--- src/rtl/systolic_pkg.sv ---
// rtl/systolic_pkg.sv - shared state encoding and counter-width helpers for the systolic sequencer
package systolic_pkg;

    localparam int STATE_W = 3;

    typedef enum logic [STATE_W-1:0] {
        S_IDLE    = 3'd0,
        S_CLEAR   = 3'd1,
        S_FEED    = 3'd2,
        S_DRAIN   = 3'd3,
        S_READOUT = 3'd4,
        S_DONE    = 3'd5
    } seq_state_t;

    // Bits needed to hold 0..v-1, never less than one bit.
    function automatic int cnt_w(input int v);
        return (v > 1) ? $clog2(v) : 1;
    endfunction

endpackage

--- src/rtl/start_skew.sv ---
// rtl/start_skew.sv - diagonal start-enable skew: bit 0 combinational, bit i is bit i-1 one clock late
module start_skew #(
    parameter int W = 2
) (
    input  logic         clk,
    input  logic         rst_n,
    input  logic         first,
    output logic [W-1:0] en
);

    logic [W-1:1] dly;

    assign en = {dly, first};

    // Shift every cycle, so the wavefront keeps travelling and zeros follow it.
    always_ff @(posedge clk or negedge rst_n) begin
        if (!rst_n) begin
            dly <= '0;
        end else begin
            dly <= en[W-2:0];
        end
    end

endmodule

--- src/rtl/systolic_sequencer.sv ---
// rtl/systolic_sequencer.sv - counted clear/feed/drain/readout schedule for one systolic matmul pass
module systolic_sequencer
    import systolic_pkg::*;
#(
    parameter int N   = 2,
    parameter int M   = 2,
    parameter int K_W = 8
) (
    input  logic                 clk,
    input  logic                 rst_n,
    input  logic                 start,
    input  logic [K_W-1:0]       k_len,
    output logic                 busy,
    output logic                 done,
    output logic                 mac_clear,
    output logic                 load,
    output logic                 a_rd_en,
    output logic                 b_rd_en,
    output logic [K_W-1:0]       a_rd_addr,
    output logic [K_W-1:0]       b_rd_addr,
    output logic [N-1:0]         a_start_en,
    output logic [M-1:0]         b_start_en,
    output logic                 out_valid,
    output logic [$clog2(N)-1:0] out_row,
    input  logic                 out_ready
);

    localparam int DW = cnt_w(N + M);
    localparam int RW = $clog2(N);

    localparam logic [DW-1:0] DRAIN_LAST = DW'(N + M - 2);
    localparam logic [RW-1:0] ROW_LAST   = RW'(N - 1);

    seq_state_t     state;
    seq_state_t     state_next;
    logic [K_W-1:0] k_len_q;
    logic [K_W-1:0] k_cnt;
    logic [DW-1:0]  drain_cnt;
    logic [RW-1:0]  row_cnt;
    logic           feeding;
    logic           stay;

    assign feeding = (state == S_FEED);
    assign stay    = (state_next == state);

    // State register; reset abandons any pass in flight without a done pulse.
    always_ff @(posedge clk or negedge rst_n) begin
        if (!rst_n) begin
            state <= S_IDLE;
        end else begin
            state <= state_next;
        end
    end

    // Counters restart from zero on every state entry and only advance while the state holds.
    always_ff @(posedge clk or negedge rst_n) begin
        if (!rst_n) begin
            k_len_q   <= '0;
            k_cnt     <= '0;
            drain_cnt <= '0;
            row_cnt   <= '0;
        end else begin
            if (state == S_IDLE && start && k_len != '0) begin
                k_len_q <= k_len;
            end
            k_cnt     <= (feeding && stay) ? k_cnt + K_W'(1) : '0;
            drain_cnt <= (state == S_DRAIN && stay) ? drain_cnt + DW'(1) : '0;
            if (state == S_READOUT && stay) begin
                if (out_ready) begin
                    row_cnt <= row_cnt + RW'(1);
                end
            end else begin
                row_cnt <= '0;
            end
        end
    end

    // Next-state decode and per-state strobes; everything is idle unless a state claims it.
    always_comb begin
        state_next = state;
        busy       = (state != S_IDLE);
        done       = 1'b0;
        mac_clear  = 1'b0;
        load       = 1'b0;
        a_rd_en    = 1'b0;
        b_rd_en    = 1'b0;
        a_rd_addr  = '0;
        b_rd_addr  = '0;
        out_valid  = 1'b0;
        out_row    = '0;
        case (state)
            S_IDLE: begin
                if (start) begin
                    state_next = (k_len == '0) ? S_DONE : S_CLEAR;
                end
            end
            S_CLEAR: begin
                mac_clear  = 1'b1;
                state_next = S_FEED;
            end
            S_FEED: begin
                load      = 1'b1;
                a_rd_en   = 1'b1;
                b_rd_en   = 1'b1;
                a_rd_addr = k_cnt;
                b_rd_addr = k_cnt;
                if (k_cnt == k_len_q - K_W'(1)) begin
                    state_next = S_DRAIN;
                end
            end
            S_DRAIN: begin
                load = 1'b1;
                if (drain_cnt == DRAIN_LAST) begin
                    state_next = S_READOUT;
                end
            end
            S_READOUT: begin
                out_valid = 1'b1;
                out_row   = row_cnt;
                if (out_ready && row_cnt == ROW_LAST) begin
                    state_next = S_DONE;
                end
            end
            S_DONE: begin
                done       = 1'b1;
                state_next = S_IDLE;
            end
            default: begin
                state_next = S_IDLE;
            end
        endcase
    end

    // Row enables: wavefront enters row 0 with the FEED address.
    start_skew #(.W(N)) u_a_skew (
        .clk   (clk),
        .rst_n (rst_n),
        .first (feeding),
        .en    (a_start_en)
    );

    // Column enables: same wavefront along the B lanes.
    start_skew #(.W(M)) u_b_skew (
        .clk   (clk),
        .rst_n (rst_n),
        .first (feeding),
        .en    (b_start_en)
    );

endmodule

--- config.mk ---
export PLATFORM = sky130hd
export DESIGN_NAME = systolic_sequencer
export DESIGN_NICKNAME = d
export VERILOG_FILES = /design/src/rtl/systolic_pkg.sv /design/src/rtl/start_skew.sv /design/src/rtl/systolic_sequencer.sv
export SDC_FILE = /design/constraint.sdc
export NUM_CORES = 1
export LEC_CHECK = 0
export ABC_AREA = 1
export BUFFER_PORTS_ARGS = -buffer_cell sky130_fd_sc_hd__buf_2
export CORE_MARGIN = 4
export CORE_UTILIZATION = 56
export DETAILED_ROUTE_END_ITERATION = 10
export GPL_ROUTABILITY_DRIVEN = 0
export PLACE_DENSITY = 0.9
export SLEW_MARGIN = 0
export SYNTH_ARGS = -nofsm -noshare
export SYNTH_HDL_FRONTEND = slang
export SYNTH_HIERARCHICAL = 1
export SYNTH_SLANG_ARGS = --single-unit
--- constraint.sdc ---
create_clock -name clk -period 3.6 [get_ports clk]
set_input_delay 0.36 -clock clk [delete_from_list [all_inputs] [get_ports clk]]
set_output_delay 0.36 -clock clk [all_outputs]
set_load 0.02 [all_outputs]
==> After elaboration in Yosys (flattened, before gate mapping) <==
Cells that the tools add are included.
{ "totals": {"ramBits": 0, "mem_bits_ro": 0, "n_memories": 0, "latch_bits": 0, "register_bits": 23} }
{ "op_classes": {"reduce_logical": 11, "shift": 0, "order_cmp": 0, "div_mod_pow": 0, "n_addsub": 4, "mux": 17, "n_mul": 0, "n_eq_ne": 9, "bitwise": 0} }
{ "ops": {"columns": ["cell", "count"], "rows": [
  ["$mux W8", 2],
  ["$mux W3", 5],
  ["$pmux W3 S5", 1],
  ["$add A8 B1 Y8 const B", 1],
  ["$eq A8 B8 Y1", 1],
  ["$logic_not A8 Y1", 1],
  ["$mux W1", 8],
  ["$reduce_bool A8 Y1", 1],
  ["$sub A8 B1 Y8 const B", 1],
  ["$eq A3 B2 Y1 const B", 2],
  ["$eq A3 B3 Y1 const B", 2],
  ["$logic_and A1 B1 Y1", 6],
  ["$eq A3 B1 Y1 const B", 1],
  ["$eq A3 B3 Y1", 1],
  ["$logic_not A3 Y1", 1],
  ["$reduce_bool A3 Y1", 1],
  ["$add A2 B1 Y2 const B", 1],
  ["$eq A2 B2 Y1 const B", 1],
  ["$mux W2", 1],
  ["$ne A2 B2 Y1 const B", 1],
  ["$reduce_or A2 Y1", 1],
  ["$add A1 B1 Y1 const B", 1]
]} }

==> Logic depth before layout (Yosys ltp) <==
Gate-level depths: netlist of run 1.
{ "depth": {"ltp_word": 7, "mapped_depth": 14} }

==> By module <==
The synthesis of run 1 kept the hierarchy.
{ "by_module_without_submodules": {"columns": ["mod", "cells_each", "n_inst", "area_per_inst_um2"], "rows": [
  ["systolic_sequencer", 200, 1, 1435.1],
  ["start_skew", 3, 2, 40.0]
]} }

==> Worst setup path after synthesis of run 1 <==
Ideal clock, no wire load.
{ "synth_timing": {"path_type": "reg2out", "from": "register state[2]", "to": "output port b_rd_addr[0]", "slack_ns": 1.613, "stages_incl_launch_ff": 7, "n_path_buf": 1, "arrival_time_ns": 1.627, "cell_sequence": "dfrtp_1 -> inv_2 -> nand2_2 -> nor2_4 -> clkinv_1 -> nor2_1 -> buf_4"} }
{ "synth_via": {"elab_chain_cells": 2} }
{ "synth_rtl": {"columns": ["item", "line", "source"], "rows": [
  ["start: declaration", "systolic_sequencer.sv:34", "seq_state_t state;"],
  ["start signal: assignment", "systolic_sequencer.sv:51", "state <= state_next;"],
  ["$eq A3 B2 Y1", null, null],
  ["$mux W8", null, null],
  ["end: declaration", "systolic_sequencer.sv:20", "output logic [K_W-1:0] b_rd_addr,"]
]} }
Every way passes these cells.

==> Final worst setup path of run 1 <==
{ "layout_timing": {"from": "register state[2]", "to": "output port b_rd_addr[7]"} }
{ "layout_via": {"elab_chain_cells": 2} }
{ "layout_rtl": {"columns": ["item", "line", "source"], "rows": [
  ["$eq A3 B2 Y1", "systolic_sequencer.sv:91", "case (state)"],
  ["$mux W8", "systolic_sequencer.sv:91", null]
]} }
Every way passes these cells.

==> flow_metrics.env, run 1 <==
export IMPL_cp_arrival_ns=1.82
export IMPL_fin_hold_ws_ns=0.00132
export IMPL_drv_cap=0
export IMPL_vias=1290
export IMPL_htreeDepth=1
export IMPL_dp_hpwl_mm=2.38
export IMPL_max_stage_delay_ns=0.43
export IMPL_dieWidth_um=60.0
export IMPL_synth_area_per_cell_um2=7.36
export IMPL_dp_worst_setup_slack_ns=1.74
export IMPL_timing_final_crit_share=0.605
export IMPL_synth_top_cell_area_share=0.396
export IMPL_required_ns=3.24
export IMPL_path_clk_slew_ns=0.13
export IMPL_synth_cells=206
export IMPL_slowest_stage="dfrtp_1"
export IMPL_rr_endpoint="k_cnt[7]$_DFF_PN0_"
export IMPL_placed_area_um2=1650
export IMPL_synth_xor_xnor_area_share=0.0578
export IMPL_synth_compound_area_frac=0.0504
export IMPL_setup_ws_ns=1.42
export IMPL_cp_num_buf_inv=3
export IMPL_p_per_area_nw_per_um2=739
export IMPL_fill_cells=243
export IMPL_final_nets=251
export IMPL_grt_max_degree=25
export IMPL_met1_length_mm=1.44
export IMPL_synth_mux_area_frac=0
export IMPL_post_cts_resized=0
export IMPL_yosysTopAreaCell="dfrtp_1"
export IMPL_numClockSinks=24
export IMPL_cts_tree="done"
export IMPL_cts_buffers=3
export IMPL_tns_ns=0
export IMPL_synth_top_family_by_area="simple AND/OR/NAND/NOR gates"
export IMPL_hold_viol=0
export IMPL_synth_area_leaders="dfrtp_1 (40%), nand2_1 (10%), nor2_1 (7.9%)"
export IMPL_finalSetupViolCount=0
export IMPL_root_buffer="clkbuf_4"
export IMPL_ys_ff_latch=24
export IMPL_finalInstanceArea_um2=1700
export IMPL_io_pins=40
export IMPL_ff2ff_setup_slack_ns=1.68
export IMPL_clock_tree_buffer_depth=2
export IMPL_post_cts_buffers=0
export IMPL_antennaDiodeCount=0
export IMPL_wl_met2_mm=1.31
export IMPL_reg2reg_from="k_len_q[0]$_DFFE_PN0P_"
export IMPL_antenna_found_initial=0
export IMPL_grt_ovfl_total=0
export IMPL_crit_fanout=10
export IMPL_wl_mm=2.98
export IMPL_drcViolationCount=0
export IMPL_ys_seq_area_frac=0.396
export IMPL_path_cells="inv_2 > nand2_2 > nor2_4 > clkinv_1 > nor2_1 > buf_2"
export IMPL_die_y_um=60.0
export IMPL_cts_hold_buffers_added=0
export IMPL_critPathKind="flop to output port"
export IMPL_synth_distinct_cells=26
export IMPL_outcome="complete, no violations"
export IMPL_end_kind="output port"
export IMPL_relSlewSlack=0.650
export IMPL_start_util=0.601
export IMPL_r2r_cells=13
export IMPL_yosys_area_share_simple=0.314
export IMPL_fmax_mhz=459
export IMPL_clock_latency_ns=0.31
export IMPL_post_drt_wl_per_cell_um=11.2
export IMPL_grt_pass1_vias=1192
export IMPL_top_layer="met4"
export IMPL_core_area_um2=2520
export IMPL_syn2layout_area_growth_pct=12.1
export IMPL_drive_gt1_frac=0.268
export IMPL_worst_pin_slew_ns=0.524
export IMPL_p_leak_nw=0.924
export IMPL_cp_start_kind="flop"
export IMPL_grt_pass1_wl_mm=5.04
export IMPL_wl_met3_um=208
export IMPL_post_route_util=0.673
export IMPL_viasPerCell=4.87
export IMPL_first_pass_iters=4
export IMPL_port_buffers=39
export IMPL_rows=18
export IMPL_hp_class="input pin to asynchronous set/reset pin"
export IMPL_period_needed_ns=2.18
export IMPL_drtIter0Drc=62
export IMPL_vdd_ir_drop_max_mv=0.627
export IMPL_critPathTopFamily="buffers and inverters"
export IMPL_rsz0062_at_grt="false"
export IMPL_netlist_area_um2=1520
export IMPL_gr_usage_all_layers=0.183
export IMPL_skew_ns=0.00642
export IMPL_ys_warn_count=6
export IMPL_ant_nets=0
export IMPL_dieArea_um2=3600
export IMPL_synthAdderAreaFrac=0.0248
export IMPL_synth_nets=221
export IMPL_maxSlewViolCount=0
layout make-up:
class                   instances  area (µm²)  share of cell area
clock inverters                 1        30.0              0.0177
repair buffers                 39         195               0.115
well taps                      30        37.5              0.0221
inverters                      36         135              0.0796
flip-flops and latches         24         601               0.354
multi-input cells             132         677               0.399
clock buffers                   3        22.5              0.0133
cell usage in the layout, fill, tap and decap left out:
cell and instances:
xor2_1 6, nor3_1 3, o21ai_2 1, nand3b_1 1, nor2_2 3, or2_2 1
nand3_1 13, xnor2_1 4, bufinv_16 1, nand2_1 42, a211oi_2 1, buf_2 39
o21ai_1 1, nand3_2 1, nor3_2 2, nand2_2 5, nor2_4 1, inv_2 5
nor2_1 32, clkinv_1 1, dfrtp_1 24, ha_1 3, nand4_1 2, a21oi_1 1
clkbuf_4 3, inv_1 30, o21ai_0 9
registers in the layout (all words and copies together), names as in the netlist:
register      flops
k_cnt             8
u_a_skew/dly      1
row_cnt           1
drain_cnt         2
k_len_q           8
state             3
u_b_skew/dly      1
cells by family (layout without fill, tap and decap cells):
family	Yosys count	after routing
AND/OR/NAND/NOR	106	106
buffers and inverters	50	79
flip-flops	24	24
AO/OA/AOI/OAI	13	13
XOR/XNOR	10	10
adder cells (fa/ha/maj)	3	3
Yosys cell counts, drive strengths merged:
library cell  number
ha                 3
nand3             14
o21ai             11
dfrtp             24
nand2             47
clkinv             1
nand3b             1
xnor2              4
or2                1
nor2              36
a21oi              1
xor2               6
inv               35
buf               14
nand4              2
nor3               5
a211oi             1
how the worst max path moves through the flow:
stage	from	end	cells past startpoint
2_1_floorplan	state[2]$_DFF_PN0_	b_rd_addr[0]	6
3_3_place_gp	state[2]$_DFF_PN0_	b_rd_addr[7]	6
3_5_place_dp	state[2]$_DFF_PN0_	b_rd_addr[7]	6
4_1_cts	state[2]$_DFF_PN0_	b_rd_addr[7]	6
5_1_grt	state[2]$_DFF_PN0_	a_rd_addr[4]	6
6_report	state[2]$_DFF_PN0_	b_rd_addr[7]	6
layer usage:
layer  up-vias  global-route usage
met3         4              0.0259
met1       568               0.261
li1        674                   -
met5         -                   0
met4         0              0.0665
met2        44               0.282
stage by stage:
step / instances / power, W
after CTS: 265 / 0.00126
after global placement: 261 / 0.00105
after global routing: 265 / 0.00137
after floorplan: 206 / 0.000947
after detailed placement: 261 / 0.00107
final: 265 / 0.00126
power breakdown:
part	internal, W	total [W]	switching, W
clock	0.000112	0.000192	0.0000793
sequential	0.000347	0.000426	0.0000792
combinational	0.000217	0.000637	0.000420
No activity file was read; power rests on OpenSTA's default activity.
==> inputs of run 2 (changes only) <==
--- a/config.mk
+++ b/config.mk
@@ -5,13 +5,13 @@
 export SDC_FILE = /design/constraint.sdc
 export NUM_CORES = 1
 export LEC_CHECK = 0
-export ABC_AREA = 1
+export ABC_AREA = 0
 export BUFFER_PORTS_ARGS = -buffer_cell sky130_fd_sc_hd__buf_2
 export CORE_MARGIN = 4
-export CORE_UTILIZATION = 56
+export CORE_UTILIZATION = 52
 export DETAILED_ROUTE_END_ITERATION = 10
 export GPL_ROUTABILITY_DRIVEN = 0
-export PLACE_DENSITY = 0.9
+export PLACE_DENSITY = 0.85
 export SLEW_MARGIN = 0
 export SYNTH_ARGS = -nofsm -noshare
 export SYNTH_HDL_FRONTEND = slang
==> constraint.sdc (replaced) <==
create_clock -name clk -period 2.1 [get_ports clk]
set_input_delay 0.21 -clock clk [delete_from_list [all_inputs] [get_ports clk]]
set_output_delay 0.21 -clock clk [all_outputs]
set_load 0.02 [all_outputs]
==> run 2 against run 1 <==
- clock power grew 26%
- non-clock buffer count up 9
- utilization decreased by 0.26 points
- design area is 1.4% higher
- synthesized cell count decreased by 28%
- count of clock-buffer cells in the layout rose by 1
==> flow_metrics.env, run 2 <==
export IMPL_start_util=0.566
export IMPL_skew_ns=0.00327
export IMPL_yosysMostFrequentCell="dfrtp_1"
export IMPL_port_buffers=39
export IMPL_crit_fanout=6
export IMPL_grt_ovfl_total=0
export IMPL_timing_final_crit_share=0.948
export IMPL_max_stage_delay_ns=0.51
export IMPL_antenna_found_initial=0
export IMPL_post_drt_wl_per_cell_um=13.9
export IMPL_synth_cells=149
export IMPL_finalSetupViolCount=0
export IMPL_dieWidth_um=60.9
export IMPL_vias=1156
export IMPL_drv_cap=0
export IMPL_viasPerCell=5.35
export IMPL_cts_buffers=3
export IMPL_core_area_um2=2570
export IMPL_critPathKind="flop to flop"
export IMPL_clock_tree_buffer_depth=2
export IMPL_maxSlewViolCount=0
export IMPL_synth_nets=164
export IMPL_synth_area_per_cell_um2=9.76
export IMPL_fill_cells=205
export IMPL_async_reset_ff_frac=1.00
export IMPL_dieArea_um2=3710
export IMPL_rows=18
export IMPL_ant_nets=0
export IMPL_vdd_ir_drop_max_mv=1.01
export IMPL_relSlewSlack=0.642
export IMPL_layout_cells_most_common_list="buf_2 (39), dfrtp_1 (24), nand2_1 (15), xnor2_1 (12), nor2_1 (10)"
export IMPL_p_per_area_nw_per_um2=1420
export IMPL_worst_pin_slew_ns=0.538
export IMPL_ys_seq_area_frac=0.413
export IMPL_fmax_mhz=502
export IMPL_first_pass_iters=4
export IMPL_yosysTopAreaCell="dfrtp_1"
export IMPL_required_ns=2.32
export IMPL_root_buffer="clkbuf_4"
export IMPL_path_cells="nor4_2 > buf_4 > a211oi_1 > o21bai_1 > a211oi_4 > buf_6 > a211o_1"
export IMPL_final_common_cell="buf_2"
export IMPL_path_clk_slew_ns=0.13
export IMPL_grt_max_degree=25
export IMPL_synth_area_leaders="dfrtp_1 (41%), xnor2_1 (7.2%), buf_4 (6.7%)"
export IMPL_p_leak_nw=0.851
export IMPL_ys_ff_latch=24
export IMPL_tns_ns=0
export IMPL_drive_gt1_frac=0.360
export IMPL_cts_tree="done"
export IMPL_antennaDiodeCount=0
export IMPL_min_delay_start="out_ready"
export IMPL_grt_pass1_wl_mm=4.91
export IMPL_htreeDepth=1
export IMPL_synth_top_cells_by_count="dfrtp_1 (24), nand2_1 (15), buf_4 (13)"
export IMPL_ys_warn_count=6
export IMPL_final_nets=202
export IMPL_startpoint="k_len_q[2]$_DFFE_PN0P_"
export IMPL_rsz0062_at_grt="false"
export IMPL_hp_class="input pin to flop"
export IMPL_netlist_area_um2=1450
export IMPL_synth_distinct_cells=34
export IMPL_die_y_um=60.9
export IMPL_drcViolationCount=0
export IMPL_top_regs="k_cnt x8, k_len_q x8, state x3"
export IMPL_cp_start_kind="flop"
export IMPL_drtIter0Drc=71
export IMPL_io_pins=40
export IMPL_clock_latency_ns=0.32
export IMPL_slowest_stage="dfrtp_1"
export IMPL_reg2reg_from="k_len_q[2]$_DFFE_PN0P_"
export IMPL_wl_mm=3.00
export IMPL_synth_edf_count=0
export IMPL_gr_usage_all_layers=0.177
export IMPL_numClockSinks=24
export IMPL_dp_hpwl_mm=2.30
export IMPL_synth_main_ff_cell="dfrtp_1"
export IMPL_grt_pass1_vias=1080
export IMPL_hold_viol=0
export IMPL_cp_arrival_ns=2.21
export IMPL_synth_top_cell_area_share=0.413
export IMPL_period_needed_ns=1.99
export IMPL_outcome="complete, no violations"
export IMPL_post_route_util=0.671
export IMPL_end_kind="flop"
export IMPL_fin_hold_ws_ns=0.120
export IMPL_syn2layout_area_growth_pct=18.4
[run 2: changes by cell type after synthesis, sizes merged, moves of 8 or more]
cell	delta
xnor2	+8
inv	-30
nand3	-10
nor2	-26
nand2	-32
and2	+9
[run 2: per-stage QoR]
stage / std cells / cell area [µm²] / power [W] / setup WS (ns)
after global routing: 216 / 1720 / 0.00263 / 0.0000813
after floorplan: 149 / 1450 / 0.00185 / 0.0358
after global placement: 208 / 1620 / 0.00208 / 0.0852
after CTS: 214 / 1670 / 0.00238 / 0.0302
final: 216 / 1720 / 0.00244 / 0.108
after detailed placement: 208 / 1620 / 0.00214 / 0.00410
[run 2: cell families after synthesis]
family                     Yosys count  synth area share
AOI/OAI and AO/OA                   14            0.0723
xor gates and xnor gates            19             0.114
DFF                                 24             0.413
muxes                                5            0.0387
and+or+nand+nor                     64             0.250
adders and majority gates            3            0.0258
buffers and inverters               20            0.0852
[run 2: routing by layer]
| metal | vias to the layer above | share of wire | global-route usage |
|---|---|---|---|
| li1 | 567 | - | - |
| met1 | 543 | 0.42 | 0.223 |
| met2 | 39 | 0.50 | 0.298 |
| met3 | 7 | 0.061 | 0.0426 |
| met4 | 0 | 0.018 | 0.0588 |
| met5 | - | 0 | 0 |
[run 2: report_power, final]
group | switching, W | leakage, nW | internal [W]
registers | 0.000199 | 0.303 | 0.000620
logic | 0.000756 | 0.527 | 0.000629
clock network | 0.000136 | 0.0210 | 0.000106
[run 2: final cells by class]
class	instances	area (µm²)	area share
repair buffers	48	269	0.156
multi-input cells	105	759	0.441
flip-flops and latches	24	601	0.349
clock buffers	4	36.3	0.0211
well taps	30	37.5	0.0218
inverters	5	18.8	0.0109
[run 2: final timing paths]
path | cells after the start | slack [ns] | end
max in group asynchronous | 2 | 1.36 | k_cnt[0]$_DFF_PN0_
worst max-delay path | 7 | 0.11 | state[0]$_DFF_PN0_
worst min-delay path | 2 | 0.12 | state[0]$_DFF_PN0_
min in group asynchronous | 2 | 0.39 | k_len_q[6]$_DFFE_PN0P_
worst min register to register | 1 | 0.44 | drain_cnt[0]$_DFF_PN0_
worst max register to register | 7 | 0.11 | state[0]$_DFF_PN0_
[run 2: critical path, delay by kind of cell, from the launching register on]
family,cells,cell delay [ns]
compound gates,4,0.68
buf+inv,2,0.33
flops,1,0.51
simple gates,1,0.37
[run 2: timing repair]
item	CTS	global route
setup buffers	1	1
setup endpoints to repair	1	9
gates cloned	0	1
pin swaps	1	4
resized for setup	0	8
hold endpoints to repair	24	0
hold buffers	1	0
